## src/rtl/axi_lite_master_engine_pkg.sv

```systemverilog
// Shared types for the AXI4-Lite master engine.
// Response codes, engine states and command/response bundles.
package axi_lite_pkg;

  localparam int PROT_W = 3;
  localparam int RESP_W = 2;

  typedef enum logic [RESP_W-1:0] {
    OKAY   = 2'd0,
    EXOKAY = 2'd1,
    SLVERR = 2'd2,
    DECERR = 2'd3
  } resp_t;

  typedef enum logic [2:0] {
    S_IDLE,
    S_WR,
    S_WRESP,
    S_RD,
    S_RDATA,
    S_DRAIN,
    S_RSP
  } state_t;

  typedef struct packed {
    logic              write;
    logic [PROT_W-1:0] prot;
  } cmd_t;

  typedef struct packed {
    logic  write;
    resp_t resp;
    logic  timeout;
  } rsp_t;

  function automatic logic is_err(input logic [RESP_W-1:0] r);
    return r[1];
  endfunction

endpackage

```

## src/rtl/axi_lite_master_engine_if.sv

```systemverilog
// Command/response stream and AXI4-Lite bus interfaces
// for the master engine.
interface axi_lite_cmd_if #(
  parameter int ASIZE = 8,
  parameter int DSIZE = 32
);
  localparam int SSIZE = DSIZE / 8;

  logic             cmd_valid;
  logic             cmd_ready;
  logic             cmd_write;
  logic [ASIZE-1:0] cmd_addr;
  logic [DSIZE-1:0] cmd_wdata;
  logic [SSIZE-1:0] cmd_wstrb;
  logic [2:0]       cmd_prot;
  logic             rsp_valid;
  logic             rsp_ready;
  logic             rsp_write;
  logic [DSIZE-1:0] rsp_rdata;
  logic [1:0]       rsp_resp;
  logic             rsp_timeout;

  modport master (
    output cmd_valid, cmd_write, cmd_addr,
    output cmd_wdata, cmd_wstrb, cmd_prot,
    output rsp_ready,
    input  cmd_ready, rsp_valid, rsp_write,
    input  rsp_rdata, rsp_resp, rsp_timeout
  );

  modport slave (
    input  cmd_valid, cmd_write, cmd_addr,
    input  cmd_wdata, cmd_wstrb, cmd_prot,
    input  rsp_ready,
    output cmd_ready, rsp_valid, rsp_write,
    output rsp_rdata, rsp_resp, rsp_timeout
  );
endinterface

interface axi_lite_if #(
  parameter int ASIZE = 8,
  parameter int DSIZE = 32
);
  localparam int SSIZE = DSIZE / 8;

  logic             awvalid;
  logic             awready;
  logic [ASIZE-1:0] awaddr;
  logic [2:0]       awprot;
  logic             wvalid;
  logic             wready;
  logic [DSIZE-1:0] wdata;
  logic [SSIZE-1:0] wstrb;
  logic             bvalid;
  logic             bready;
  logic [1:0]       bresp;
  logic             arvalid;
  logic             arready;
  logic [ASIZE-1:0] araddr;
  logic [2:0]       arprot;
  logic             rvalid;
  logic             rready;
  logic [DSIZE-1:0] rdata;
  logic [1:0]       rresp;

  modport master (
    output awvalid, awaddr, awprot,
    output wvalid, wdata, wstrb,
    output bready,
    output arvalid, araddr, arprot,
    output rready,
    input  awready, wready,
    input  bvalid, bresp,
    input  arready,
    input  rvalid, rdata, rresp
  );

  modport slave (
    input  awvalid, awaddr, awprot,
    input  wvalid, wdata, wstrb,
    input  bready,
    input  arvalid, araddr, arprot,
    input  rready,
    output awready, wready,
    output bvalid, bresp,
    output arready,
    output rvalid, rdata, rresp
  );
endinterface

```

## src/rtl/axi_lite_master_engine_wdog.sv

```systemverilog
// Per-transaction watchdog: saturating counter,
// cleared on command accept; TIMEOUT = 0 disables it.
module axi_lite_wdog #(
  parameter int TIMEOUT = 1024
) (
  input  logic clk,
  input  logic rst_n,
  input  logic i_clr,
  input  logic i_en,
  output logic o_expired
);

  localparam int CW =
    (TIMEOUT > 0) ? $clog2(TIMEOUT + 1) : 1;
  localparam logic [CW-1:0] LIMIT = CW'(TIMEOUT);

  logic [CW-1:0] r_cnt;

  always_ff @(posedge clk or negedge rst_n) begin
    if (!rst_n) begin
      r_cnt <= '0;
    end else if (i_clr) begin
      r_cnt <= '0;
    end else if (i_en && r_cnt != LIMIT) begin
      r_cnt <= r_cnt + CW'(1);
    end
  end

  assign o_expired = (TIMEOUT != 0) && (r_cnt == LIMIT);

endmodule

```

## src/rtl/axi_lite_master_engine.sv

```systemverilog
// AXI4-Lite master: one command in, one AXI transaction,
// one response out, with timeout and sticky error flag.
module axi_lite_master_engine
  import axi_lite_pkg::*;
#(
  parameter int ASIZE   = 8,
  parameter int DSIZE   = 32,
  parameter int TIMEOUT = 1024
) (
  input  logic           axi_lite_aclk,
  input  logic           axi_lite_resetn,
  axi_lite_cmd_if.slave  cmd,
  axi_lite_if.master     axi,
  output logic           busy,
  output logic           err_sticky
);

  localparam int SSIZE = DSIZE / 8;

  state_t           r_state;
  logic             r_awvalid;
  logic             r_wvalid;
  logic             r_arvalid;
  logic [ASIZE-1:0] r_addr;
  logic [2:0]       r_prot;
  logic [DSIZE-1:0] r_wdata;
  logic [SSIZE-1:0] r_wstrb;
  rsp_t             r_rsp;
  logic [DSIZE-1:0] r_rdata;
  logic             r_rsp_valid;
  logic             r_err;
  logic             r_drop_b;
  logic             r_drop_r;

  cmd_t w_cmd;
  logic w_cmd_hs;
  logic w_aw_hs;
  logic w_w_hs;
  logic w_b_hs;
  logic w_ar_hs;
  logic w_r_hs;
  logic w_rsp_hs;
  logic w_aw_left;
  logic w_w_left;
  logic w_ar_left;
  logic w_bready;
  logic w_rready;
  logic w_wd_en;
  logic w_expired;

  axi_lite_wdog #(
    .TIMEOUT (TIMEOUT)
  ) u_wdog (
    .clk       (axi_lite_aclk),
    .rst_n     (axi_lite_resetn),
    .i_clr     (w_cmd_hs),
    .i_en      (w_wd_en),
    .o_expired (w_expired)
  );

  always_comb begin
    w_cmd.write = cmd.cmd_write;
    w_cmd.prot  = cmd.cmd_prot;
    // a timed-out response is still owed; keep ready up to absorb it
    w_bready  = r_drop_b || r_state == S_WRESP
             || r_state == S_DRAIN;
    w_rready  = r_drop_r || r_state == S_RDATA
             || r_state == S_DRAIN;
    w_cmd_hs  = cmd.cmd_valid && r_state == S_IDLE;
    w_aw_hs   = r_awvalid && axi.awready;
    w_w_hs    = r_wvalid && axi.wready;
    w_b_hs    = axi.bvalid && w_bready;
    w_ar_hs   = r_arvalid && axi.arready;
    w_r_hs    = axi.rvalid && w_rready;
    w_rsp_hs  = r_rsp_valid && cmd.rsp_ready;
    w_aw_left = r_awvalid && !axi.awready;
    w_w_left  = r_wvalid && !axi.wready;
    w_ar_left = r_arvalid && !axi.arready;
    w_wd_en   = r_state == S_WR || r_state == S_WRESP
             || r_state == S_RD || r_state == S_RDATA;

    cmd.cmd_ready   = r_state == S_IDLE && axi_lite_resetn;
    cmd.rsp_valid   = r_rsp_valid;
    cmd.rsp_write   = r_rsp.write;
    cmd.rsp_rdata   = r_rdata;
    cmd.rsp_resp    = r_rsp.resp;
    cmd.rsp_timeout = r_rsp.timeout;

    axi.awvalid = r_awvalid;
    axi.awaddr  = r_addr;
    axi.awprot  = r_prot;
    axi.wvalid  = r_wvalid;
    axi.wdata   = r_wdata;
    axi.wstrb   = r_wstrb;
    axi.bready  = w_bready;
    axi.arvalid = r_arvalid;
    axi.araddr  = r_addr;
    axi.arprot  = r_prot;
    axi.rready  = w_rready;

    busy       = r_state != S_IDLE;
    err_sticky = r_err;
  end

  always_ff @(posedge axi_lite_aclk or negedge axi_lite_resetn) begin
    if (!axi_lite_resetn) begin
      r_state     <= S_IDLE;
      r_awvalid   <= 1'b0;
      r_wvalid    <= 1'b0;
      r_arvalid   <= 1'b0;
      r_addr      <= '0;
      r_prot      <= '0;
      r_wdata     <= '0;
      r_wstrb     <= '0;
      r_rsp       <= '0;
      r_rdata     <= '0;
      r_rsp_valid <= 1'b0;
      r_err       <= 1'b0;
      r_drop_b    <= 1'b0;
      r_drop_r    <= 1'b0;
    end else begin
      if (w_b_hs && r_drop_b) r_drop_b <= 1'b0;
      if (w_r_hs && r_drop_r) r_drop_r <= 1'b0;
      if (w_aw_hs) r_awvalid <= 1'b0;
      if (w_w_hs)  r_wvalid  <= 1'b0;
      if (w_ar_hs) r_arvalid <= 1'b0;

      unique case (r_state)
        S_IDLE: begin
          if (w_cmd_hs) begin
            r_addr        <= cmd.cmd_addr;
            r_prot        <= w_cmd.prot;
            r_wdata       <= cmd.cmd_wdata;
            r_wstrb       <= cmd.cmd_wstrb;
            r_rsp.write   <= w_cmd.write;
            r_rsp.resp    <= OKAY;
            r_rsp.timeout <= 1'b0;
            r_rdata       <= '0;
            if (w_cmd.write) begin
              r_awvalid <= 1'b1;
              r_wvalid  <= 1'b1;
              r_state   <= S_WR;
            end else begin
              r_arvalid <= 1'b1;
              r_state   <= S_RD;
            end
          end
        end
        S_WR: begin
          if (!w_aw_left && !w_w_left) begin
            r_state <= S_WRESP;
          end else if (w_expired) begin
            r_rsp.resp    <= DECERR;
            r_rsp.timeout <= 1'b1;
            r_err         <= 1'b1;
            r_drop_b      <= 1'b1;
            r_state       <= S_DRAIN;
          end
        end
        S_WRESP: begin
          if (w_b_hs && !r_drop_b) begin
            r_rsp.resp  <= resp_t'(axi.bresp);
            r_err       <= r_err | is_err(axi.bresp);
            r_rsp_valid <= 1'b1;
            r_state     <= S_RSP;
          end else if (w_expired) begin
            r_rsp.resp    <= DECERR;
            r_rsp.timeout <= 1'b1;
            r_err         <= 1'b1;
            r_drop_b      <= 1'b1;
            r_rsp_valid   <= 1'b1;
            r_state       <= S_RSP;
          end
        end
        S_RD: begin
          if (!w_ar_left) begin
            r_state <= S_RDATA;
          end else if (w_expired) begin
            r_rsp.resp    <= DECERR;
            r_rsp.timeout <= 1'b1;
            r_err         <= 1'b1;
            r_drop_r      <= 1'b1;
            r_state       <= S_DRAIN;
          end
        end
        S_RDATA: begin
          if (w_r_hs && !r_drop_r) begin
            r_rdata     <= axi.rdata;
            r_rsp.resp  <= resp_t'(axi.rresp);
            r_err       <= r_err | is_err(axi.rresp);
            r_rsp_valid <= 1'b1;
            r_state     <= S_RSP;
          end else if (w_expired) begin
            r_rdata       <= '0;
            r_rsp.resp    <= DECERR;
            r_rsp.timeout <= 1'b1;
            r_err         <= 1'b1;
            r_drop_r      <= 1'b1;
            r_rsp_valid   <= 1'b1;
            r_state       <= S_RSP;
          end
        end
        S_DRAIN: begin
          if (!w_aw_left && !w_w_left && !w_ar_left) begin
            r_rsp_valid <= 1'b1;
            r_state     <= S_RSP;
          end
        end
        S_RSP: begin
          if (w_rsp_hs) begin
            r_rsp_valid <= 1'b0;
            r_state     <= S_IDLE;
          end
        end
        default: r_state <= S_IDLE;
      endcase
    end
  end

endmodule
```

## src/flat_wrapper.sv

```systemverilog
// flat-port wrapper written by rule: the top's interface ports become plain ports
module axi_lite_master_engine_flat import axi_lite_pkg::*;
#(
  parameter int ASIZE   = 8,
  parameter int DSIZE   = 32,
  parameter int TIMEOUT = 1024
)
  (axi_lite_aclk, axi_lite_resetn, busy, err_sticky, cmd_cmd_valid, cmd_cmd_write, cmd_cmd_addr, cmd_cmd_wdata, cmd_cmd_wstrb, cmd_cmd_prot, cmd_rsp_ready, cmd_cmd_ready, cmd_rsp_valid, cmd_rsp_write, cmd_rsp_rdata, cmd_rsp_resp, cmd_rsp_timeout, axi_awvalid, axi_awaddr, axi_awprot, axi_wvalid, axi_wdata, axi_wstrb, axi_bready, axi_arvalid, axi_araddr, axi_arprot, axi_rready, axi_awready, axi_wready, axi_bvalid, axi_bresp, axi_arready, axi_rvalid, axi_rdata, axi_rresp);
  axi_lite_cmd_if #(.ASIZE(ASIZE), .DSIZE(DSIZE)) cmd_i ();
  axi_lite_if #(.ASIZE(ASIZE), .DSIZE(DSIZE)) axi_i ();
  input  logic axi_lite_aclk;
  input  logic axi_lite_resetn;
  output logic busy;
  output logic err_sticky;
  input wire logic [$bits(cmd_i.cmd_valid)-1:0] cmd_cmd_valid;
  input wire logic [$bits(cmd_i.cmd_write)-1:0] cmd_cmd_write;
  input wire logic [$bits(cmd_i.cmd_addr)-1:0] cmd_cmd_addr;
  input wire logic [$bits(cmd_i.cmd_wdata)-1:0] cmd_cmd_wdata;
  input wire logic [$bits(cmd_i.cmd_wstrb)-1:0] cmd_cmd_wstrb;
  input wire logic [$bits(cmd_i.cmd_prot)-1:0] cmd_cmd_prot;
  input wire logic [$bits(cmd_i.rsp_ready)-1:0] cmd_rsp_ready;
  output wire logic [$bits(cmd_i.cmd_ready)-1:0] cmd_cmd_ready;
  output wire logic [$bits(cmd_i.rsp_valid)-1:0] cmd_rsp_valid;
  output wire logic [$bits(cmd_i.rsp_write)-1:0] cmd_rsp_write;
  output wire logic [$bits(cmd_i.rsp_rdata)-1:0] cmd_rsp_rdata;
  output wire logic [$bits(cmd_i.rsp_resp)-1:0] cmd_rsp_resp;
  output wire logic [$bits(cmd_i.rsp_timeout)-1:0] cmd_rsp_timeout;
  output wire logic [$bits(axi_i.awvalid)-1:0] axi_awvalid;
  output wire logic [$bits(axi_i.awaddr)-1:0] axi_awaddr;
  output wire logic [$bits(axi_i.awprot)-1:0] axi_awprot;
  output wire logic [$bits(axi_i.wvalid)-1:0] axi_wvalid;
  output wire logic [$bits(axi_i.wdata)-1:0] axi_wdata;
  output wire logic [$bits(axi_i.wstrb)-1:0] axi_wstrb;
  output wire logic [$bits(axi_i.bready)-1:0] axi_bready;
  output wire logic [$bits(axi_i.arvalid)-1:0] axi_arvalid;
  output wire logic [$bits(axi_i.araddr)-1:0] axi_araddr;
  output wire logic [$bits(axi_i.arprot)-1:0] axi_arprot;
  output wire logic [$bits(axi_i.rready)-1:0] axi_rready;
  input wire logic [$bits(axi_i.awready)-1:0] axi_awready;
  input wire logic [$bits(axi_i.wready)-1:0] axi_wready;
  input wire logic [$bits(axi_i.bvalid)-1:0] axi_bvalid;
  input wire logic [$bits(axi_i.bresp)-1:0] axi_bresp;
  input wire logic [$bits(axi_i.arready)-1:0] axi_arready;
  input wire logic [$bits(axi_i.rvalid)-1:0] axi_rvalid;
  input wire logic [$bits(axi_i.rdata)-1:0] axi_rdata;
  input wire logic [$bits(axi_i.rresp)-1:0] axi_rresp;
  assign cmd_i.cmd_valid = cmd_cmd_valid;
  assign cmd_i.cmd_write = cmd_cmd_write;
  assign cmd_i.cmd_addr = cmd_cmd_addr;
  assign cmd_i.cmd_wdata = cmd_cmd_wdata;
  assign cmd_i.cmd_wstrb = cmd_cmd_wstrb;
  assign cmd_i.cmd_prot = cmd_cmd_prot;
  assign cmd_i.rsp_ready = cmd_rsp_ready;
  assign cmd_cmd_ready = cmd_i.cmd_ready;
  assign cmd_rsp_valid = cmd_i.rsp_valid;
  assign cmd_rsp_write = cmd_i.rsp_write;
  assign cmd_rsp_rdata = cmd_i.rsp_rdata;
  assign cmd_rsp_resp = cmd_i.rsp_resp;
  assign cmd_rsp_timeout = cmd_i.rsp_timeout;
  assign axi_awvalid = axi_i.awvalid;
  assign axi_awaddr = axi_i.awaddr;
  assign axi_awprot = axi_i.awprot;
  assign axi_wvalid = axi_i.wvalid;
  assign axi_wdata = axi_i.wdata;
  assign axi_wstrb = axi_i.wstrb;
  assign axi_bready = axi_i.bready;
  assign axi_arvalid = axi_i.arvalid;
  assign axi_araddr = axi_i.araddr;
  assign axi_arprot = axi_i.arprot;
  assign axi_rready = axi_i.rready;
  assign axi_i.awready = axi_awready;
  assign axi_i.wready = axi_wready;
  assign axi_i.bvalid = axi_bvalid;
  assign axi_i.bresp = axi_bresp;
  assign axi_i.arready = axi_arready;
  assign axi_i.rvalid = axi_rvalid;
  assign axi_i.rdata = axi_rdata;
  assign axi_i.rresp = axi_rresp;
  axi_lite_master_engine #(.ASIZE(ASIZE), .DSIZE(DSIZE), .TIMEOUT(TIMEOUT)) u_core (.axi_lite_aclk(axi_lite_aclk), .axi_lite_resetn(axi_lite_resetn), .cmd(cmd_i), .axi(axi_i), .busy(busy), .err_sticky(err_sticky));
endmodule
```

## config.mk

```make
export PLATFORM = sky130hd
export DESIGN_NAME = axi_lite_master_engine_flat
export DESIGN_NICKNAME = d
export VERILOG_FILES = /design/src/rtl/axi_lite_master_engine_pkg.sv /design/src/rtl/axi_lite_master_engine_if.sv /design/src/rtl/axi_lite_master_engine_wdog.sv /design/src/rtl/axi_lite_master_engine.sv /design/src/flat_wrapper.sv
export SDC_FILE = /design/constraint.sdc
export NUM_CORES = 1
export LEC_CHECK = 0
export ABC_AREA = 1
export BUFFER_PORTS_ARGS = -buffer_cell sky130_fd_sc_hd__buf_2
export CAP_MARGIN = 20
export CORE_MARGIN = 5
export CORE_UTILIZATION = 35
export CTS_CLUSTER_SIZE = 16
export DETAILED_ROUTE_END_ITERATION = 16
export PLACE_DENSITY = 0.57
export SYNTH_ARGS = -nofsm -noshare
export SYNTH_HDL_FRONTEND = slang
export SYNTH_HIERARCHICAL = 1
export SYNTH_SLANG_ARGS = --single-unit
```

## constraint.sdc

```tcl
create_clock -name axi_lite_aclk -period 2.39 [get_ports axi_lite_aclk]
set_input_delay 0.1195 -clock axi_lite_aclk [delete_from_list [all_inputs] [get_ports axi_lite_aclk]]
set_output_delay 0.1195 -clock axi_lite_aclk [all_outputs]
set_load 0.01 [all_outputs]
```

# --- Word level (Yosys, flattened, before mapping) ---
# Index checks and enable logic that the tools add are counted.
# W data, S select, Z words.
word_totals:
  regBits: 104
  out_inout_bits: 103
  elab_cells: 143
  input_bits: 93
classes:
  n_addsub: 1
  reduce_logical: 47
  muxes: 60
  bitwise: 2
  eq_ne: 16
ops:
  columns: ["cell", "n"]
  rows:
  - ["$mux W32", 3]
  - ["$pmux W32 S2", 1]
  - ["$mux W3", 13]
  - ["$mux W1", 32]
  - ["$mux W11", 2]
  - ["$pmux W3 S7", 1]
  - ["$logic_and A1 B1 Y1", 18]
  - ["$pmux W3 S5", 1]
  - ["$reduce_and A3 Y1", 4]
  - ["$add A11 B1 Y11 const B", 1]
  - ["$eq A11 B11 Y1 const B", 1]
  - ["$ne A11 B11 Y1 const B", 1]
  - ["$ne A2 B2 Y1 const B", 5]
  - ["$eq A3 B3 Y1 const B", 3]
  - ["$logic_not A1 Y1", 8]
  - ["$pmux W1 S4", 2]
  - ["$reduce_bool A4 Y1", 2]
  - ["$logic_or A1 B1 Y1", 7]
  - ["$eq A3 B2 Y1 const B", 2]
  - ["$mux W2", 3]
  - ["$reduce_and A6 Y1", 1]
  - ["$reduce_bool A5 Y1", 1]
  - ["$ne A2 B1 Y1 const B", 2]
  - ["$pmux W1 S2", 2]
  - ["other kinds (8)", 10]

# --- Logic depth before layout (Yosys ltp) ---
logic_depth:
  ltp_word: 9
  mapped_depth: 12

# --- Cells and area by module ---
# The synthesis kept the hierarchy.
by_module_without_submodules:
  columns: ["module", "cells_each", "n_inst", "area_per_inst_um2"]
  rows:
  - ["axi_lite_master_engine", 409, 1, 4117.7]
  - ["axi_lite_wdog", 105, 1, 793.3]

# --- Worst setup path after synthesis ---
# No wires, ideal clock.
synth_timing:
  path_kind: "register -> register"
  from: "reg u_core.u_wdog.r_cnt[0]"
  to: "reg u_core.r_rdata[10] (netlist: u_core/cmd.rsp_rdata[10])"
  path_slack_ns: 0.506
  synth_period_minus_slack_ns: 1.884
  required_ns: 2.273
  stages_incl_launch_ff: 12
  setup_time_ns: 0.117
  t_arrival_ns: 1.767
  path_cell_list: "dfrtp_1 > inv_1 > ha_1 > nand3_1 > nor2_4 > clkbuf_1 > inv_1 > nand2_1 > nand3_2 > buf_6 > nand2_1 > nand2_1"
synth_via:
  elab_chain_len: 3
synth_lines:
  columns: ["element", "line_no", "rtl"]
  rows:
  - ["from (decl)", "axi_lite_master_engine_wdog.sv:17", "logic [CW-1:0] r_cnt;"]
  - ["from (signal assigned)", "axi_lite_master_engine_wdog.sv:25", "r_cnt <= r_cnt + CW'(1);"]
  - ["$eq A11 B11 Y1", "axi_lite_master_engine_wdog.sv:29", "assign o_expired = (TIMEOUT != 0) && (r_cnt == LIMIT);"]
  - ["named net u_core.w_expired", "axi_lite_master_engine.sv:49", "logic w_expired;"]
  - ["$ne A3 B3 Y1 (no line)", null, null]
  - ["$reduce_and A3 Y1 (no line)", null, null]
  - ["to (signal assigned)", "axi_lite_master_engine.sv:188", "r_rdata <= axi.rdata;"]
  - ["to (decl)", "axi_lite_master_engine.sv:29", "logic [DSIZE-1:0] r_rdata;"]
# The timed path passes the listed nets, and every way through them passes these cells.
# A chain may end at the register's enable or synchronous reset.

# --- Worst setup path after layout ---
layout_timing:
  from: "reg u_core.u_wdog.r_cnt[0]"
  to: "reg u_core.r_rdata[18] (netlist: u_core/cmd.rsp_rdata[18])"
# Same word-level chain as after synthesis.

==> metrics.md <==
| Metric | Value |
|---|---|
| P per Cell Area | `~1200 mW/mm^2` |
| Slew Viols, Final | `0` |
| CP delay by family, top | `simple AND/OR/NAND/NOR gates` |
| Fraction of layout cells with a size suffix above 1 | `0.3496` |
| Synth warn | `6` |
| Syn avg cell area | `about 9.6 sq um` |
| Die area | `approximately 0.017 sq mm` |
| IO Pins | `196` |
| Seq pwr share | `0.366` |
| Area of the mapped netlist | `between 0.004 and 0.005 sq mm` |
| First-pass GRT wire length | `22,190 um` |
| Buffers & Inverters on Critical Path | `2` |
| Worst setup EP type | `flop` |
| PortBufs | `roughly 200` |
| Core area | `~0.014 sq mm` |
| Final Hold Viols | `0` |
| Drt drc | `0` |
| Syn_nets | `just over 600` |
| Fill cells | `~1,300` |
| Core Rows | `43` |
| Post-synthesis cell count | `about 500` |
| Most common cell after layout, fill and taps aside | `buf_2` |
| Max Buffers Root-to-Sink | `2` |
| Clock Power Share | `0.186` |
| Period utilization | `0.8683` |
| Area growth syn-to-layout | `43.52%` |
| DRT antenna net count | `0` |
| Actual slew at the worst max-slew pin | `between 0.6 and 0.7 ns` |
| Vias in the first global route | `between 4,000 and 5,000` |
| H-tree depth | `3` |
| Vias/cell | `4.534` |
| Worst hold path class | `in -> reg` |
| WL/cell | `roughly 14 um` |
| Num CTS Buffers | `9` |
| Final design utilization | `0.5097` |
| Net Sw Frac | `0.4010` |
| Max incr delay on CP | `approximately 0.51 ns` |
| RSZ-0062 raised after global routing | `false` |
| P_leak | `between 3 and 4 nW` |
| Fin nets | `approximately 870` |
| Grt ovf | `0` |
| DP Cell Count | `about 860` |
| Max Fclk | `between 400 and 500 MHz` |
| CP Class | `reg -> reg` |
| Die Height | `128.5 um` |
| Crit path arrival time | `between 2 and 2.5 ns` |
| Post-CTS setup buffer count | `0` |
| Largest net degree at the start of global routing | `about 110` |
| Initial antenna violation count | `0` |
| Detailed Routing Iterations Pass 1 | `4` |
| Internal | `just under 0.005 W` |
| CTS tree | `built` |
| WL final | `about 14,000 um` |
| #FFs+latches synth | `104` |
| Most used cell, CP | `nand2_1` |
| Clk_lat worst skew | `between 0.3 and 0.4 ns` |
| Cell Count, Final, Fillers Out | `just under 1,000` |
| Clk sinks | `between 100 and 150` |
| Setup Viol. Count Final | `0` |
| Drt first-iter violations | `200` |
| Status | `finished, final reports clean` |
| Crit path time final | `between 2 and 2.5 ns` |
| Post-synth EDFFs | `0` |
| GRT Total Usage | `0.1668` |
| Initial Utilization | `0.3552` |
| Primary FF master, synth | `dfrtp_1` |
| Post-synth ARST share | `1.000` |
| Net Switching | `approximately 0.0033 W` |
| Die width | `about 130 um` |
| Sequential area share after synthesis | `0.5299` |
| Total Negative Setup Slacks | `0 ns` |
| Final setup skew | `around 0.0071 ns` |
| Max Cap Viol | `0` |
| Worst EP required | `approximately 2.6 ns` |
| Peak supply drop | `about 0.00052 V` |
| Vias | `4,362` |
| Slew headroom | `0.5519` |
| Most frequent cells in the layout | `buf_2, nand2_1, dfrtp_1` |
| Crit-path cells | `inv_1 -> ha_1 -> nand3_1 -> nor2_4 -> inv_1 -> nand2_1 -> nand3_2 -> nand2_1 -> nand2_1` |
| Placed wire-length estimate | `9081 um` |
| Crit path max fanout | `32` |
| GP Congestion | `0.8817` |
| CTS clk-pin slew, worst paths | `around 0.080 ns` |
| Distinct cells, synth | `32` |
| Slowest CP cell | `nand3_2` |
| Crit start category | `flop` |
| # resized after CTS | `0` |
| Root buf cell | `clkbuf_16` |
| Comb pwr share | `0.448` |
==> routing by layer <==
layer | vias to the layer above | GRT usage | part of all wire
li1 | 2150 | - | -
met1 | 2038 | 0.2039 | 0.41
met2 | 145 | 0.2786 | 0.49
met3 | 29 | 0.04110 | 0.066
met4 | 0 | 0.07553 | 0.033
met5 | - | 0 | 0
==> per-stage QoR <==
step                      hold WS [ns]  area [sq um]  total power, W  setup WS [ns]
final                          0.01323          7048        0.008222         0.3146
after global routing          0.004928          7046        0.008857        0.06759
after CTS                     0.002991          7046        0.008311         0.3406
after detailed placement        0.2581          5931        0.006635         0.3579
after global placement          0.2477          5931        0.006557         0.3907
after floorplan                -0.1761          4911        0.005475         0.5062
==> flip-flops by register name, summed over array words and instances (netlist names) <==
register                count
u_core/axi.awvalid          1
u_core/r_state              3
u_core/cmd.rsp_resp         2
u_core/axi.wdata           32
u_core/cmd.rsp_write        1
u_core/axi.arprot           3
u_core/r_drop_b             1
u_core/axi.arvalid          1
u_core/cmd.rsp_rdata       32
u_core/r_drop_r             1
u_core/axi.wstrb            4
u_core/err_sticky           1
u_core/axi.araddr           8
u_core/cmd.rsp_timeout      1
u_core/axi.wvalid           1
u_core/cmd.rsp_valid        1
u_core/u_wdog/r_cnt        11
==> power by group through the flow <==
stage	combinational [W]	sequential [W]	clock (W)
floorplan	0.00217	0.00330	0
global placement	0.00356	0.00300	0
detailed placement	0.00361	0.00303	0
CTS	0.00371	0.00301	0.00159
global route	0.00408	0.00312	0.00166
finish	0.00368	0.00301	0.00153
==> cell families (layout without fill, tap and decap cells) <==
kind of cell / after synthesis / count (layout) / share of synthesized area
simple gates: 269 / 269 / 0.2482
flops: 104 / 104 / 0.5299
buf+inv: 69 / 336 / 0.07923
mux: 47 / 47 / 0.1078
compound gates: 21 / 21 / 0.02624
fa+ha+maj: 2 / 2 / 0.005095
xor+xnor: 2 / 2 / 0.003568
other cells: 0 / 1 / 0
==> cell usage after synthesis (2+ instances only) <==
master	instances	area, sq um
a21oi_1	3	15.01
a31o_2	2	17.52
buf_2	5	25.02
buf_4	11	82.58
buf_6	11	123.9
dfrtp_1	104	2603
ha_1	2	25.02
inv_1	36	135.1
inv_2	4	15.01
mux2_1	13	146.4
mux2_2	34	382.9
nand2_1	186	698.2
nand2_4	2	22.52
nand3_1	22	110.1
nand3_2	5	50.05
nand3b_1	2	15.01
nand4_1	11	68.82
nor2_1	29	108.9
nor2_2	4	25.02
nor2_4	3	33.78
nor2_8	4	80.08
o21ai_0	3	15.01
o21ai_1	6	30.03
o21bai_1	3	22.52
xor2_1	2	17.52
==> path summary, 6_finish.rpt <==
| path | startpoint | to | slack (ns) | cells after the start |
|---|---|---|---|---|
| worst max register to register | u_core/u_wdog/r_cnt[0] | u_core/cmd.rsp_rdata[18] | 0.31 | 9 |
| max in group asynchronous | axi_lite_resetn | u_core/cmd.rsp_rdata[5] | 1.54 | 3 |
| worst max-delay path | u_core/u_wdog/r_cnt[0] | u_core/cmd.rsp_rdata[18] | 0.31 | 9 |
| worst min-delay path | cmd_cmd_addr[3] | u_core/axi.araddr[3] | 0.01 | 2 |
| min in group asynchronous | axi_lite_resetn | u_core/axi.wdata[15] | 0.42 | 3 |
| worst min register to register | u_core/cmd.rsp_rdata[4] | u_core/cmd.rsp_rdata[4] | 0.47 | 2 |
==> repair_timing <==
| item | in CTS | in global routing |
|---|---|---|
| hold buffers | 81 | 0 |
| endpoints found under the hold margin | 185 | 0 |
| endpoints found under the setup margin | 0 | 0 |
==> area by class of cell <==
cell class,count,area (sq um),area share
antenna,1,2.502,0.0003551
clock buffer,10,229.0,0.03249
clock inverter,6,75.07,0.01065
inverter,40,150.1,0.02130
multi-input combinational,341,1919,0.2723
sequential,104,2603,0.3693
tap,180,225.2,0.03195
timing repair buffer,280,1844,0.2617
(Power assumes the default switching activity.)
